==> src/rtl/alu_pkg.sv <==
// Shared definitions for the round-robin ALU scheduler: opcodes and FSM states.
package alu_pkg;

    localparam logic [3:0] ALU_ADD = 4'd0;
    localparam logic [3:0] ALU_SUB = 4'd1;
    localparam logic [3:0] ALU_AND = 4'd2;
    localparam logic [3:0] ALU_OR  = 4'd3;
    localparam logic [3:0] ALU_NOT = 4'd4;

    typedef enum logic [1:0] {
        IDLE = 2'd0,
        EXEC = 2'd1,
        RESP = 2'd2
    } state_e;

    function automatic logic op_defined(input logic [3:0] op);
        return (op <= ALU_NOT);
    endfunction

endpackage

==> src/rtl/alu_core.sv <==
// Combinational ALU shared by both requesters; undefined opcodes yield zero with err set.
module alu_core #(
    parameter int WIDTH = 8
) (
    input  logic [3:0]       op,
    input  logic [WIDTH-1:0] a,
    input  logic [WIDTH-1:0] b,
    output logic [WIDTH-1:0] y,
    output logic             err
);
    import alu_pkg::*;

    always_comb begin
        y   = '0;
        err = 1'b0;
        case (op)
            ALU_ADD: y = a + b;
            ALU_SUB: y = a - b;
            ALU_AND: y = a & b;
            ALU_OR:  y = a | b;
            ALU_NOT: y = ~a;
            default: err = !op_defined(op);
        endcase
    end

endmodule

==> src/rtl/alu_rr_sched.sv <==
// Two-requester round-robin front end for one shared ALU: arbitrate, latch, execute, respond.
module alu_rr_sched #(
    parameter int WIDTH = 8,
    parameter int CNT_W = 16
) (
    input  logic             clk,
    input  logic             rst_n,
    input  logic             req0_valid,
    output logic             req0_ready,
    input  logic [3:0]       req0_op,
    input  logic [WIDTH-1:0] req0_a,
    input  logic [WIDTH-1:0] req0_b,
    input  logic             req1_valid,
    output logic             req1_ready,
    input  logic [3:0]       req1_op,
    input  logic [WIDTH-1:0] req1_a,
    input  logic [WIDTH-1:0] req1_b,
    output logic             rsp_valid,
    input  logic             rsp_ready,
    output logic             rsp_id,
    output logic [WIDTH-1:0] rsp_data,
    output logic             rsp_err,
    output logic             busy,
    output logic [CNT_W-1:0] op_count
);
    import alu_pkg::*;

    state_e             state_q, state_d;
    logic               last_grant_q, last_grant_d;
    logic [3:0]         op_q, op_d;
    logic [WIDTH-1:0]   a_q, a_d;
    logic [WIDTH-1:0]   b_q, b_d;
    logic               id_q, id_d;
    logic               rsp_valid_q, rsp_valid_d;
    logic               rsp_id_q, rsp_id_d;
    logic [WIDTH-1:0]   rsp_data_q, rsp_data_d;
    logic               rsp_err_q, rsp_err_d;
    logic [CNT_W-1:0]   op_count_q, op_count_d;

    logic               grant0, grant1;
    logic [WIDTH-1:0]   alu_y;
    logic               alu_err;

    alu_core #(
        .WIDTH (WIDTH)
    ) u_alu_core (
        .op  (op_q),
        .a   (a_q),
        .b   (b_q),
        .y   (alu_y),
        .err (alu_err)
    );

    // Under contention the requester that did not win last time gets the grant.
    always_comb begin
        grant0     = req0_valid && (!req1_valid || last_grant_q);
        grant1     = req1_valid && (!req0_valid || !last_grant_q);
        req0_ready = (state_q == IDLE) && grant0;
        req1_ready = (state_q == IDLE) && grant1;
    end

    always_comb begin
        state_d      = state_q;
        last_grant_d = last_grant_q;
        op_d         = op_q;
        a_d          = a_q;
        b_d          = b_q;
        id_d         = id_q;
        rsp_valid_d  = rsp_valid_q;
        rsp_id_d     = rsp_id_q;
        rsp_data_d   = rsp_data_q;
        rsp_err_d    = rsp_err_q;
        op_count_d   = op_count_q;

        case (state_q)
            IDLE: begin
                if (req0_ready && req0_valid) begin
                    op_d         = req0_op;
                    a_d          = req0_a;
                    b_d          = req0_b;
                    id_d         = 1'b0;
                    last_grant_d = 1'b0;
                    state_d      = EXEC;
                end else if (req1_ready && req1_valid) begin
                    op_d         = req1_op;
                    a_d          = req1_a;
                    b_d          = req1_b;
                    id_d         = 1'b1;
                    last_grant_d = 1'b1;
                    state_d      = EXEC;
                end
            end
            EXEC: begin
                rsp_data_d  = alu_y;
                rsp_err_d   = alu_err;
                rsp_id_d    = id_q;
                rsp_valid_d = 1'b1;
                state_d     = RESP;
            end
            RESP: begin
                if (rsp_valid_q && rsp_ready) begin
                    rsp_valid_d = 1'b0;
                    op_count_d  = op_count_q + CNT_W'(1);
                    state_d     = IDLE;
                end
            end
            default: state_d = IDLE;
        endcase
    end

    always_ff @(posedge clk) begin
        if (!rst_n) begin
            state_q      <= IDLE;
            last_grant_q <= 1'b1;
            rsp_valid_q  <= 1'b0;
            rsp_id_q     <= 1'b0;
            rsp_data_q   <= '0;
            rsp_err_q    <= 1'b0;
            op_count_q   <= '0;
        end else begin
            state_q      <= state_d;
            last_grant_q <= last_grant_d;
            rsp_valid_q  <= rsp_valid_d;
            rsp_id_q     <= rsp_id_d;
            rsp_data_q   <= rsp_data_d;
            rsp_err_q    <= rsp_err_d;
            op_count_q   <= op_count_d;
        end
    end

    // Operand latches are only consumed after an acceptance, so they need no reset.
    always_ff @(posedge clk) begin
        op_q <= op_d;
        a_q  <= a_d;
        b_q  <= b_d;
        id_q <= id_d;
    end

    assign rsp_valid = rsp_valid_q;
    assign rsp_id    = rsp_id_q;
    assign rsp_data  = rsp_data_q;
    assign rsp_err   = rsp_err_q;
    assign busy      = (state_q != IDLE);
    assign op_count  = op_count_q;

endmodule
==> config.mk <==
export PLATFORM = sky130hd
export DESIGN_NAME = alu_rr_sched
export DESIGN_NICKNAME = d
export VERILOG_FILES = /design/src/rtl/alu_pkg.sv /design/src/rtl/alu_core.sv /design/src/rtl/alu_rr_sched.sv
export SDC_FILE = /design/constraint.sdc
export NUM_CORES = 1
export LEC_CHECK = 0
export CAP_MARGIN = 20
export CORE_ASPECT_RATIO = 1.25
export CORE_UTILIZATION = 49
export CTS_BUF_LIST = sky130_fd_sc_hd__clkbuf_8 sky130_fd_sc_hd__clkbuf_16
export CTS_CLUSTER_DIAMETER = 60
export DETAILED_ROUTE_END_ITERATION = 10
export PLACE_DENSITY = 0.8
export SETUP_SLACK_MARGIN = 0.3
export SLEW_MARGIN = 5
export SYNTH_ARGS = -nofsm -noshare
export SYNTH_HDL_FRONTEND = slang
export SYNTH_HIERARCHICAL = 1
export SYNTH_SLANG_ARGS = --single-unit
export TNS_END_PERCENT = 1
==> constraint.sdc <==
create_clock -name clk -period 3 [get_ports clk]
set_input_delay 0.3 -clock clk [delete_from_list [all_inputs] [get_ports clk]]
set_output_delay 0.3 -clock clk [all_outputs]
set_load 0.05 [all_outputs]
==> reports/metrics.cfg, run 1 <==
[worst_setup_path]
required_ns=3.25
cpMaxStageDelayCell=edfxtp_1
worstPathBufferInverterCount=1
crit_chain=nor3_2 > and2_4 > mux2_4 > inv_1 > ha_1 > nor2b_1 > o31a_1 > a31oi_1 > o21ai_1 > xnor2_1 > o221ai_1 > nand2_1 > a21boi_1
crit_fanout=5
critPathKind=register to register
cp_top_family=compound AO/OA/AOI/OAI gates
worst_setup_path_end_kind=register
max_stage_delay_ns=0.45
start_kind=register
cp.arrival_ns=2.92

[layout]
nFillCells=459
multi_input_area_mm2=0.001623
num_antenna_cells=0
drive_gt1_frac=0.1303
final_area_mm2=0.003891
final_cell_mix=clkdlybuf4s50_1 (73), nand2_1 (43), dfxtp_1 (30), edfxtp_1 (21), mux2_2 (20)
syn_to_final_growth_pct=32.23
final_common_cell=clkdlybuf4s50_1
final_util=0.6733
finalNonFillerCells=442
regArea_mm2=0.001231
nNetsFinal=432

[timing]
worst_hold_slack_ns=0.4688
fin_ws_ns=0.3291
setup-violations-final=0
relSlewSlack=0.6477
worst_pin_slew_ns=0.5244
period_share=0.8903
timing.final.crit_period_ns=2.671
fmax_ghz=0.3744
maxSlewViolCount=0
rsz0062_at_grt=yes
setup_tns_ns=0
hold_viol=0
skew_ns=0.006198

[floorplan]
row_count=31
die_y_um=88.65
ioPinCount=75
core_mm2=0.005779
die_area_mm2=0.006322
start_util=0.5092
die_x_um=71.32

[route]
drt_first_pass_iters=7
via_per_inst=5.529
drtAntennaViolNets=0
first_iter_violations=125
routed_wirelength_um=6362
wl_per_cell_um=14.39
vias=2444
drc=3

[global_routing]
grt.overflow.total=0
grt_pass1_wl_um=10410
track_usage=0.2117
grt_pass1_vias=2315
grt_max_degree=23
antenna_found_initial=0

[cts]
ctsHoldBuffers=0
htreeDepth=2
cts.sinks=51
cts_tree=built
insertion_delay_ns=0.30
root_buffer=clkbuf_8
clock_path_buffers=2
cts_made_buffers=5
clk_pin_slew_ns=0.09

[synthesis]
synth.cell_area_mm2=0.002943
syn_nets=353
postSynthAreaPerCell_um2=9.942
synth_area_leader_cell=edfxtp_1
synthArstFlopShare=0
synth-edff-count=21
synth_ff_type=dfxtp_1
yosys_warnings=6
synth_top_area_frac=0.2143
syn_inst=296
synth_seq_cells=51
synth_cell_type_count=54
yosys-top-cells-area=edfxtp_1 (21%), dfxtp_1 (20%), mux2_2 (7.7%), nand2_1 (5.5%), ha_1 (4.7%)
synth_seq_area_share=0.4184

[min_path]
hold_class=register to register

[placement]
io_buffers=74
postPlaceCellArea_mm2=0.003771
placedCellCount=432
place_ws_ns=0.2734
dp_hpwl_um=4765
gp_congestion=0.8571

[pwr]
power_density_mw_per_mm2=489.6
p_leak_nw=1.472
ir_worst_vdd_uv=286.1
finalPower_mw=1.905

[run_status]
violations=DRC
status=finished with violations

[job]
cap_violations=0

## path summary, 6_finish.rpt
check	startpoint	cells past startpoint	end	slack, ns
max	op_q[2]	13	rsp_data[7]	0.33
min	rsp_data[7]	2	rsp_data[7]	0.47
max reg2reg	op_q[2]	13	rsp_data[7]	0.33
min reg2reg	rsp_data[7]	2	rsp_data[7]	0.47
## flip-flops by register name (all words and copies together), names as in the netlist
register,cells
state_q,2
op_count,16
a_q,8
last_grant_q,1
rsp_err,1
op_q,4
id_q,1
rsp_id,1
rsp_valid,1
rsp_data,8
b_q,8
## tightest hold or removal path: stages (launching register included)
cell and delay (ns):
dfxtp_1 0.32, nand2_1 0.06, a21boi_1 0.05
## report_power, final
part	total, mW	leakage (nW)	switching [mW]	internal [mW]
combinational	0.639	0.973	0.329	0.310
sequential	0.847	0.447	0.0542	0.792
clock	0.420	0.0516	0.231	0.189
## cells by family after synthesis
kind of cell	after synthesis	synth area share
buffers and inverters	25	0.03529
adders and majority gates	19	0.07738
AOI/OAI and AO/OA	49	0.1212
DFF	51	0.4184
and+or+nand+nor	107	0.1917
xor gates and xnor gates	20	0.06208
muxes	25	0.09396
## timing repair
item                       in CTS  in global routing
setup endpoints to repair       2                  4
pin swaps                       1                  3
setup buffers                   1                  1
resized for setup               1                  3
hold endpoints to repair        0                  0
cloned                          0                  0
## synthesized netlist by cell type, types with 2 or more instances
library cell / n
nand2_1: 43
dfxtp_1: 30
edfxtp_1: 21
mux2_2: 20
inv_1: 14
xnor2_1: 14
a21boi_0: 12
ha_1: 11
and2_1: 10
nor2_1: 10
nand2b_1: 9
clkbuf_1: 7
maj3_1: 7
nand3_1: 7
a21oi_1: 6
a31oi_1: 5
nor2b_1: 5
nor3_1: 5
o221ai_1: 5
xor2_1: 5
mux2i_1: 4
o21ai_1: 4
a21o_1: 3
o21ai_0: 3
and2b_1: 2
buf_2: 2
nand4_1: 2
nor3_2: 2
nor4_1: 2
o211ai_1: 2
## area by class of cell
class,instances,share of cell area
multi-input cells,220,0.4170
repair buffers,83,0.2071
flip-flops and latches,51,0.3164
clock inverters,2,0.003537
inverters,14,0.01350
well taps,66,0.02122
clock buffers,6,0.02122
## metal layers
layer / wire length (um) / vias to the layer above / GRT usage
met1: 2823 / 1150 / 0.2658
met2: 3118 / 73 / 0.3602
met4: 140 / 0 / 0.09091
li1: - / 1210 / -
met5: 0 / - / 0
met3: 281 / 11 / 0.03645
(Power assumes the default switching activity.)
==> run 2: changes to the inputs <==
--- a/config.mk
+++ b/config.mk
@@ -7,15 +7,14 @@
 export LEC_CHECK = 0
 export CAP_MARGIN = 20
 export CORE_ASPECT_RATIO = 1.25
-export CORE_UTILIZATION = 49
-export CTS_BUF_LIST = sky130_fd_sc_hd__clkbuf_8 sky130_fd_sc_hd__clkbuf_16
+export CORE_UTILIZATION = 51
+export CTS_BUF_LIST = sky130_fd_sc_hd__clkbuf_8
 export CTS_CLUSTER_DIAMETER = 60
 export DETAILED_ROUTE_END_ITERATION = 10
-export PLACE_DENSITY = 0.8
+export PLACE_DENSITY = 0.83
 export SETUP_SLACK_MARGIN = 0.3
 export SLEW_MARGIN = 5
 export SYNTH_ARGS = -nofsm -noshare
 export SYNTH_HDL_FRONTEND = slang
 export SYNTH_HIERARCHICAL = 1
 export SYNTH_SLANG_ARGS = --single-unit
-export TNS_END_PERCENT = 1
==> constraint.sdc (replaced) <==
create_clock -name clk -period 3 [get_ports clk]
set_input_delay 0.3 -clock clk [delete_from_list [all_inputs] [get_ports clk]]
set_output_delay 0.3 -clock clk [all_outputs]
set_load 0.02 [all_outputs]
==> run 2 against run 1 <==
  * Clock skew grew 0.0019 ns
  * Critical path depth is the same
  * Worst setup slack improved by 0.0042 ns
  * Sequential power about the same
  * Critical path type unchanged
  * Final area increased by 1.2%
  * The run now ends clean
  * Total power increased by 0.57%
  * Highest routed layer unchanged
  * Largest power group unchanged
  * Via count up 2.7%
==> reports/metrics.cfg, run 2 (synthesized netlist as in run 1, its figures left out) <==
[run_status]
status=finished clean

[pwr]
pwr-share-seq=0.443  ; about the same
power_density_mw_per_mm2=486.8  ; -0.58%
finalPower_mw=1.916  ; +0.57%
power_switching_mw=0.6085  ; -0.85%
p_int_mw=1.308  ; +1.3%
p_leak_nw=1.493  ; +1.4%
ir_worst_vdd_uv=358.1  ; +25%
clockPowerShare=0.220  ; about the same
comb_power_share=0.337  ; +0.002
switching_share=0.3176  ; -0.004557

[placement]
dp_hpwl_um=4761  ; about the same
io_buffers=74  ; unchanged
gp_congestion=0.8311  ; -3.0%
placedCellCount=429  ; -0.69%

[timing]
setup-violations-final=0  ; unchanged
fmax_ghz=0.3750  ; +0.16%
period_share=0.8889  ; -0.001410
hold_viol=0  ; unchanged
timing.final.crit_period_ns=2.667  ; -0.004230 ns
rsz0062_at_grt=yes
relSlewSlack=0.6168  ; -0.03093
worst_pin_slew_ns=0.5731  ; +0.04864 ns
skew_ns=0.008079  ; +0.001881 ns
setup_tns_ns=0  ; unchanged
maxSlewViolCount=0  ; unchanged

[global_routing]
met2_usage=0.3829  ; +0.02269
grt_pass1_wl_um=11010  ; +5.7%
grt.overflow.total=0  ; unchanged
grt_pass1_vias=2399  ; +3.6%
track_usage=0.2299  ; +0.01829
antenna_found_initial=0  ; unchanged
grtUsageMet1=0.2885  ; +0.02266
busiest_layer=met2
grt_max_degree=23  ; unchanged
grt_use_met3=0.04051  ; +0.004063

[cts]
cts_tree=built
clock_path_buffers=2  ; unchanged
root_buffer=clkbuf_8
clk_pin_slew_ns=0.09  ; about the same
insertion_delay_ns=0.31  ; about the same
htreeDepth=2  ; unchanged
cts_made_buffers=5  ; unchanged
ctsHoldBuffers=0  ; unchanged
cts.sinks=51  ; unchanged

[worst_setup_path]
start_kind=register
crit_fanout=4  ; -1
r2r-start=op_q[1]
critPathKind=register to register
worstPathBufferInverterCount=0  ; -1
max_stage_delay_ns=0.44  ; about the same
cp.arrival_ns=2.91  ; about the same
required_ns=3.24  ; about the same
startpoint=op_q[1]
cpMostUsedCell=o21ai_1
cp_top_family=compound AO/OA/AOI/OAI gates
worst_setup_path_end_kind=register
crit_chain=nor3_4 > and2_4 > nor2_1 > xnor2_1 > ha_1 > nor2b_1 > o21ai_1 > nand2b_1 > a2111oi_2 > a31oi_1 > o21ai_1 > nand2_1 > a21boi_0
cpMaxStageDelayCell=edfxtp_1

[layout]
drive_gt1_frac=0.1372  ; +0.006884
num_antenna_cells=0  ; unchanged
final_common_cell=clkdlybuf4s50_1
finalNonFillerCells=443  ; +0.23%
nFillCells=409  ; -11%
syn_to_final_growth_pct=33.76
final_cell_mix=clkdlybuf4s50_1 (74), nand2_1 (43), dfxtp_1 (30), edfxtp_1 (21), mux2_2 (20)
largest_reg_flops=16  ; unchanged
nNetsFinal=435  ; +0.69%

[min_path]
min-delay-start=rsp_data[5]
hold_class=register to register

[route]
drc=0  ; -3
routed_wirelength_um=6923  ; +8.8%
via_per_inst=5.668  ; +2.5%
wl_per_cell_um=15.63  ; +8.6%
drtAntennaViolNets=0  ; unchanged
drt_first_pass_iters=4  ; -3
vias=2511  ; +2.7%
first_iter_violations=209  ; +67%

[job]
cap_violations=0  ; unchanged

[floorplan]
die_area_mm2=0.006080  ; -3.8%
core_mm2=0.005480  ; -5.2%
die_x_um=69.94  ; -1.9%
ioPinCount=75  ; unchanged
start_util=0.5370  ; +0.02779
row_count=30  ; -3.2%
die_y_um=86.93  ; -1.9%

-- run 2: what timing repair did --
item,in CTS,in global routing
setup buffers,4,2
endpoints found under the setup margin,5,3
pin swaps,1,5
resized for setup,2,8
-- run 2: area by class of cell --
class / instances / area, um^2 / area share
Multi-Input combinational cell: 220 / 1647 / 0.4183
Sequential cell: 51 / 1231 / 0.3128
Timing Repair Buffer: 86 / 830.8 / 0.2111
Clock inverter: 2 / 12.51 / 0.003179
Inverter: 14 / 52.55 / 0.01335
Clock buffer: 6 / 82.58 / 0.02098
Tap cell: 64 / 80.08 / 0.02034
-- run 2: metrics by stage --
stage / cell area, um^2 / utilization / setup WS, ns / hold WS [ns]
after global routing: 3936 / 0.7183 / 0.1040 / 0.4972
final: 3936 / 0.7183 / 0.3333 / 0.4654
after global placement: 3761 / 0.6863 / 0.2596 / 0.4541
after CTS: 3895 / 0.7107 / 0.3363 / 0.4754
after detailed placement: 3761 / 0.6863 / 0.1824 / 0.4617
after floorplan: 2947 / - / 0.3365 / 0.4499
-- run 2: path summary, 6_finish.rpt --
kind	end	slack [ns]	depth (start not counted)
setup / recovery	rsp_data[6]	0.33	13
hold / removal	rsp_data[5]	0.47	2
setup reg to reg	rsp_data[6]	0.33	13
hold reg to reg	rsp_data[5]	0.47	2
-- run 2: metal layers --
metal / part of all wire / routed length, um / vias up
li1: - / - / 1213
met1: 0.42 / 2915 / 1193
met4: 0.035 / 243 / 0
met2: 0.49 / 3417 / 86
met5: 0 / 0 / -
met3: 0.050 / 346 / 19
-- run 2: worst register-to-register path, cell delays in order, from the launching register on --
cell and delay (ns):
edfxtp_1 0.44, nor3_4 0.22, and2_4 0.18, nor2_1 0.05, xnor2_1 0.18, ha_1 0.31
nor2b_1 0.15, o21ai_1 0.12, nand2b_1 0.14, a2111oi_2 0.41, a31oi_1 0.07, o21ai_1 0.14
nand2_1 0.06, a21boi_0 0.14
-- run 2: power by group through the flow --
stage | sequential, mW | combinational (mW) | clock (mW)
after floorplan | 0.861 | 0.397 | 0
after global placement | 0.859 | 0.565 | 0
after detailed placement | 0.863 | 0.581 | 0
after CTS | 0.847 | 0.599 | 0.421
after global routing | 0.857 | 0.710 | 0.463
final | 0.849 | 0.646 | 0.421
==> run 3: changes to the inputs <==
--- a/config.mk
+++ b/config.mk
@@ -11,6 +11,7 @@
 export CTS_BUF_LIST = sky130_fd_sc_hd__clkbuf_8
 export CTS_CLUSTER_DIAMETER = 60
 export DETAILED_ROUTE_END_ITERATION = 10
+export GPL_ROUTABILITY_DRIVEN = 0
 export PLACE_DENSITY = 0.83
 export SETUP_SLACK_MARGIN = 0.3
 export SLEW_MARGIN = 5
==> constraint.sdc (replaced) <==
create_clock -name clk -period 3 [get_ports clk]
set_input_delay 0.75 -clock clk [delete_from_list [all_inputs] [get_ports clk]]
set_output_delay 0.75 -clock clk [all_outputs]
set_load 0.02 [all_outputs]
==> run 3 against run 2 <==
  * Critical path depth unchanged
  * Global-route usage is 0.87 points lower
  * Clock power up 9.5%
==> reports/metrics.cfg, run 3 (synthesized netlist as in run 1, its figures left out) <==
[run_status]
status=finished clean

[floorplan]
die_area_mm2=0.006080  ; unchanged
ioPinCount=75  ; unchanged
die_y_um=86.93  ; unchanged
core_mm2=0.005480  ; unchanged
start_util=0.5370  ; unchanged
die_x_um=69.94  ; unchanged
row_count=30  ; unchanged

[timing]
rsz0062_at_grt=yes
hold_viol=0  ; unchanged
setup-violations-final=0  ; unchanged
period_share=0.8791  ; -0.009787
relSlewSlack=0.7159  ; +0.09912
worst_pin_slew_ns=0.4262  ; -0.1469 ns
timing.final.crit_period_ns=2.637  ; -0.02936 ns
fin_ws_ns=0.3627  ; +0.02936 ns
skew_ns=0.005892  ; -0.002187 ns
setup_tns_ns=0  ; unchanged
maxSlewViolCount=0  ; unchanged
fmax_ghz=0.3792  ; +1.1%

[worst_setup_path]
start_kind=register
max_stage_delay_ns=0.41  ; -0.03 ns
critPathKind=register to register
worst_setup_path_end_kind=register
r2r-start=op_q[1]
cpMaxStageDelayCell=edfxtp_1
crit_fanout=3  ; -1
cp_top_family=compound AO/OA/AOI/OAI gates
reg2regPathDepth=13  ; unchanged
crit_chain=nor3_2 > and2_4 > mux2_4 > inv_2 > ha_4 > nor2b_4 > o31a_1 > a31oi_1 > o21ai_1 > xnor2_1 > o221ai_1 > nand2_1 > a21boi_1
worstSetupPathDepth=13  ; unchanged
startpoint=op_q[1]
worstPathBufferInverterCount=1  ; +1
required_ns=3.24  ; about the same
cp.arrival_ns=2.87  ; -0.04 ns

[route]
via_per_inst=5.558  ; -1.9%
drc=0  ; unchanged
wl_per_cell_um=14.80  ; -5.3%
routed_wirelength_um=6529  ; -5.7%
vias=2451  ; -2.4%
first_iter_violations=122  ; -42%
drt_first_pass_iters=5  ; +1
drtAntennaViolNets=0  ; unchanged

[cts]
cts_tree=built
clk_pin_slew_ns=0.09  ; about the same
cts.sinks=51  ; unchanged
cts_made_buffers=5  ; unchanged
htreeDepth=2  ; unchanged
insertion_delay_ns=0.30  ; about the same
root_buffer=clkbuf_8
clock_path_buffers=2  ; unchanged
ctsHoldBuffers=0  ; unchanged

[min_path]
min-delay-start=rsp_data[5]
hold_class=register to register
holdPathStages=2  ; unchanged

[placement]
place_ws_ns=0.1878  ; +0.005345 ns
io_buffers=74  ; unchanged
dp_hpwl_um=4785  ; +0.50%
postPlaceCellArea_mm2=0.003769  ; +0.20%

[layout]
final_common_cell=clkdlybuf4s50_1
num_antenna_cells=0  ; unchanged
nNetsFinal=433  ; -0.46%
largest_reg_flops=16  ; unchanged
final_cell_mix=clkdlybuf4s50_1 (72), nand2_1 (43), dfxtp_1 (30), edfxtp_1 (21), mux2_2 (20)
final_area_mm2=0.003930  ; -0.16%
syn_to_final_growth_pct=33.55
drive_gt1_frac=0.1326  ; -0.004577

[global_routing]
grt_max_degree=23  ; unchanged
track_usage=0.2212  ; -0.008746
grt_pass1_vias=2392  ; -0.29%
antenna_found_initial=0  ; unchanged
grt_pass1_wl_um=10630  ; -3.4%
grt.overflow.total=0  ; unchanged

[pwr]
power_density_mw_per_mm2=492.6  ; +1.2%
p_leak_nw=1.497  ; +0.26%
ir_worst_vdd_uv=339.6  ; -5.2%
finalPower_mw=1.936  ; +1.0%

[job]
cap_violations=0  ; unchanged

-- run 3: report_power, final --
part	leakage [nW]	internal, mW	total [mW]	switching, mW
clock	0.0607	0.243	0.461	0.218
combinational	0.989	0.323	0.628	0.305
sequential	0.447	0.792	0.847	0.0550
-- run 3: metal layers --
metal / vias to the layer above / global-route usage / routed length, um
met5: - / 0 / 0
met4: 0 / 0.09636 / 140
met3: 13 / 0.04167 / 294
met2: 78 / 0.3811 / 3241
met1: 1150 / 0.2705 / 2853
li1: 1210 / - / -
-- run 3: through the flow --
stage | hold WS (ns) | std cells | utilization
detailed placement | 0.4585 | 430 | 0.6877
global route | 0.4856 | 441 | 0.7171
finish | 0.4649 | 441 | 0.7171
CTS | 0.4729 | 439 | 0.7084
floorplan | 0.4790 | 296 | -
global placement | 0.4516 | 430 | 0.6877
-- run 3: final cells by class --
class	count	area [um^2]
repair buffers	84	817.0
fillers	418	1550
inverters	14	52.55
well taps	64	80.08
clock inverters	3	37.54
multi-input cells	220	1643
clock buffers	5	68.82
flip-flops and latches	51	1231
-- run 3: worst paths after layout --
kind | end | slack (ns)
min | rsp_data[5] | 0.46
min reg2reg | rsp_data[5] | 0.46
max | rsp_data[7] | 0.36
max reg2reg | rsp_data[7] | 0.36
-- run 3: repair_timing --
| item | in CTS | in global routing |
|---|---|---|
| endpoints found under the hold margin | 0 | 0 |
| endpoints found under the setup margin | 5 | 3 |
| resized for setup | 3 | 10 |
| setup buffers | 1 | 2 |
| pin swaps | 0 | 6 |
-- run 3: worst min-delay path, delay by kind of cell (launching register included) --
kind               cells  cell delay (ns)
DFF                    1             0.32
and+or+nand+nor        1             0.05
AOI/OAI and AO/OA      1             0.05
==> RTL change (settings of run 1) <==
`rsp_data_q` no longer has a reset.
--- a/src/rtl/alu_rr_sched.sv
+++ b/src/rtl/alu_rr_sched.sv
@@ -114,7 +114,6 @@
             last_grant_q <= 1'b1;
             rsp_valid_q  <= 1'b0;
             rsp_id_q     <= 1'b0;
-            rsp_data_q   <= '0;
             rsp_err_q    <= 1'b0;
             op_count_q   <= '0;
         end else begin
@@ -122,10 +121,13 @@
             last_grant_q <= last_grant_d;
             rsp_valid_q  <= rsp_valid_d;
             rsp_id_q     <= rsp_id_d;
-            rsp_data_q   <= rsp_data_d;
             rsp_err_q    <= rsp_err_d;
             op_count_q   <= op_count_d;
         end
+    end
+
+    always_ff @(posedge clk) begin
+        rsp_data_q <= rsp_data_d;
     end
 
     // Operand latches are only consumed after an acceptance, so they need no reset.
Function: differs if rst_n is asserted again (counterexample within 4 cycles, from zero or initial values and one cycle with rst_n low); with rst_n held inactive, the same outputs for 10 cycles.
==> RTL change against run 1 <==
- the run still ends with DRC left
- setup slack better by 3.1 ps
- routed wire length down 1.8%
- synthesized area down 2.3%
- global-route usage up 0.42 points
- final area about the same
- combinational power up 6.6%
- sequential cell count unchanged
- power up 4.0%
==> RTL change: results (changes against run 1) <==
The run finished, with violations left. Failing checks: DRC (unchanged). The path depth of the worst reg2reg path came out at 11 (was 13). The logs give 0.0003580 V (was 0.0002861 V) for the worst IR drop on VDD and 21.58% (was 21.17%) for the total track usage. The wire length after detailed routing came out at 6245 um (was 6362 um). The tools report the critical register-to-register path endpoint as rsp_data[7] (unchanged). The layout filler cell count is 396 (was 459). The logs give 191.0 ps (was 273.4 ps) for the post-placement setup slack and 22 (was 23) for the pin count of the biggest net entering global routing.

Top post-synthesis cells by count: 29 x edfxtp_1, 23 x nor2_1, 22 x dfxtp_1 (was 43 x nand2_1, 30 x dfxtp_1, 21 x edfxtp_1). The run gives 3.729 ps (was 6.198 ps) as the post-route clock skew. The routed length per placed instance was 15.01 um (was 14.39 um).

Final net count: 408 (was 432). Largest cells by area after synthesis: edfxtp_1 30%, dfxtp_1 15%, mux2_2 7.8%, ha_1 4.8%, xnor2_1 4.3% (was edfxtp_1 21%, dfxtp_1 20%, mux2_2 7.7%, nand2_1 5.5%, ha_1 4.7%). The critical register-to-register path startpoint was op_q[1] (was op_q[2]). The total nets after synthesis is 323 (was 353), and the count of routing violations after the opening detailed-route iteration is 87 (was 125). The standard cell area after detailed placement came out at 3707 um2 (was 3771 um2).

The logs give 2710 ps (was 2920 ps) for the arrival time at the worst endpoint and 4716 um (was 4765 um) for the placed wire-length estimate. The number of vias after detailed routing is 2,255 (was 2,444), and the final weighted congestion in routability-driven placement is 0.8373 (was 0.8571). For the via count of the first global-routing pass, the log shows 2,254 (was 2,315). The register area share after synthesis is 45.59% (was 41.84%). The leakage power summed over all cells came out at 1.492 nW (was 1.472 nW). Wire length of the first global-routing pass: 10,370 um (was 10,410 um). Final period demand of the worst path: 2668 ps (was 2671 ps). The DRC violation count after routing is 6 (was 3). The maximum fanout along the worst path was 3 (was 5). For the number of distinct standard cells referenced by the synthesized netlist, the log shows 51 (was 54).
RTL change: how the worst min path moves through the flow:
stage | endpoint | slack (ps) | cells after the start | startpoint
global route | op_count[15] | 510 | 2 | op_count[15]
detailed placement | op_count[15] | 470 | 2 | op_count[15]
finish | op_count[15] | 490 | 2 | op_count[15]
CTS | op_count[15] | 490 | 2 | op_count[15]
floorplan | last_grant_q | 380 | 1 | rst_n
global placement | op_count[15] | 460 | 2 | op_count[15]
RTL change: area by class of cell:
type	count	area share (%)
clock buffer	7	2.475
clock inverter	1	0.09643
inverter	13	1.254
multi-input combinational	192	38.44
sequential	51	33.69
tap	64	2.057
timing repair buffer	88	21.99
RTL change: worst max-delay path, stage by stage (launching register included):
cell and delay [ps]:
edfxtp_1 440, nor3_4 230, and2_4 180, mux2_4 300, inv_2 70, ha_4 190, nor2b_4 120, o31a_1 340
a31oi_1 180, o21ai_1 100, xnor2_1 160, o221ai_1 110
RTL change: cell families after synthesis:
family	synth area share (%)
AND/OR/NAND/NOR	17.36
AO/OA/AOI/OAI	9.265
adder cells (fa/ha/maj)	7.917
buffers and inverters	3.610
XOR/XNOR	6.655
multiplexers	9.613
flip-flops	45.59
RTL change: metrics by stage:
step                cells  util [%]  power, W
global route          416     70.07  0.002094
CTS                   413     69.19  0.001967
finish                416     70.07  0.001982
floorplan             266         -  0.001331
global placement      401     66.73  0.001523
detailed placement    401     66.73  0.001534
RTL change: what timing repair did:
item,4_1_cts,5_1_grt
gates cloned,0,0
setup buffers,4,3
hold buffers,0,0
pin swaps,1,7
setup endpoints to repair,3,3
resized for setup,1,6
RTL change: report_power, final:
part / leakage, nW / internal (W) / switching, W
registers: 0.459 / 0.000824 / 0.0000541
clock network: 0.0557 / 0.000207 / 0.000215
logic: 0.977 / 0.000336 / 0.000345
RTL change: layer usage:
metal	share of wire, %	GRT usage [%]	wire length, um
met5	0	0	0
met4	2.7	9.273	171
met3	4.3	4.603	267
met2	53	39.45	3280
met1	40	24.52	2526
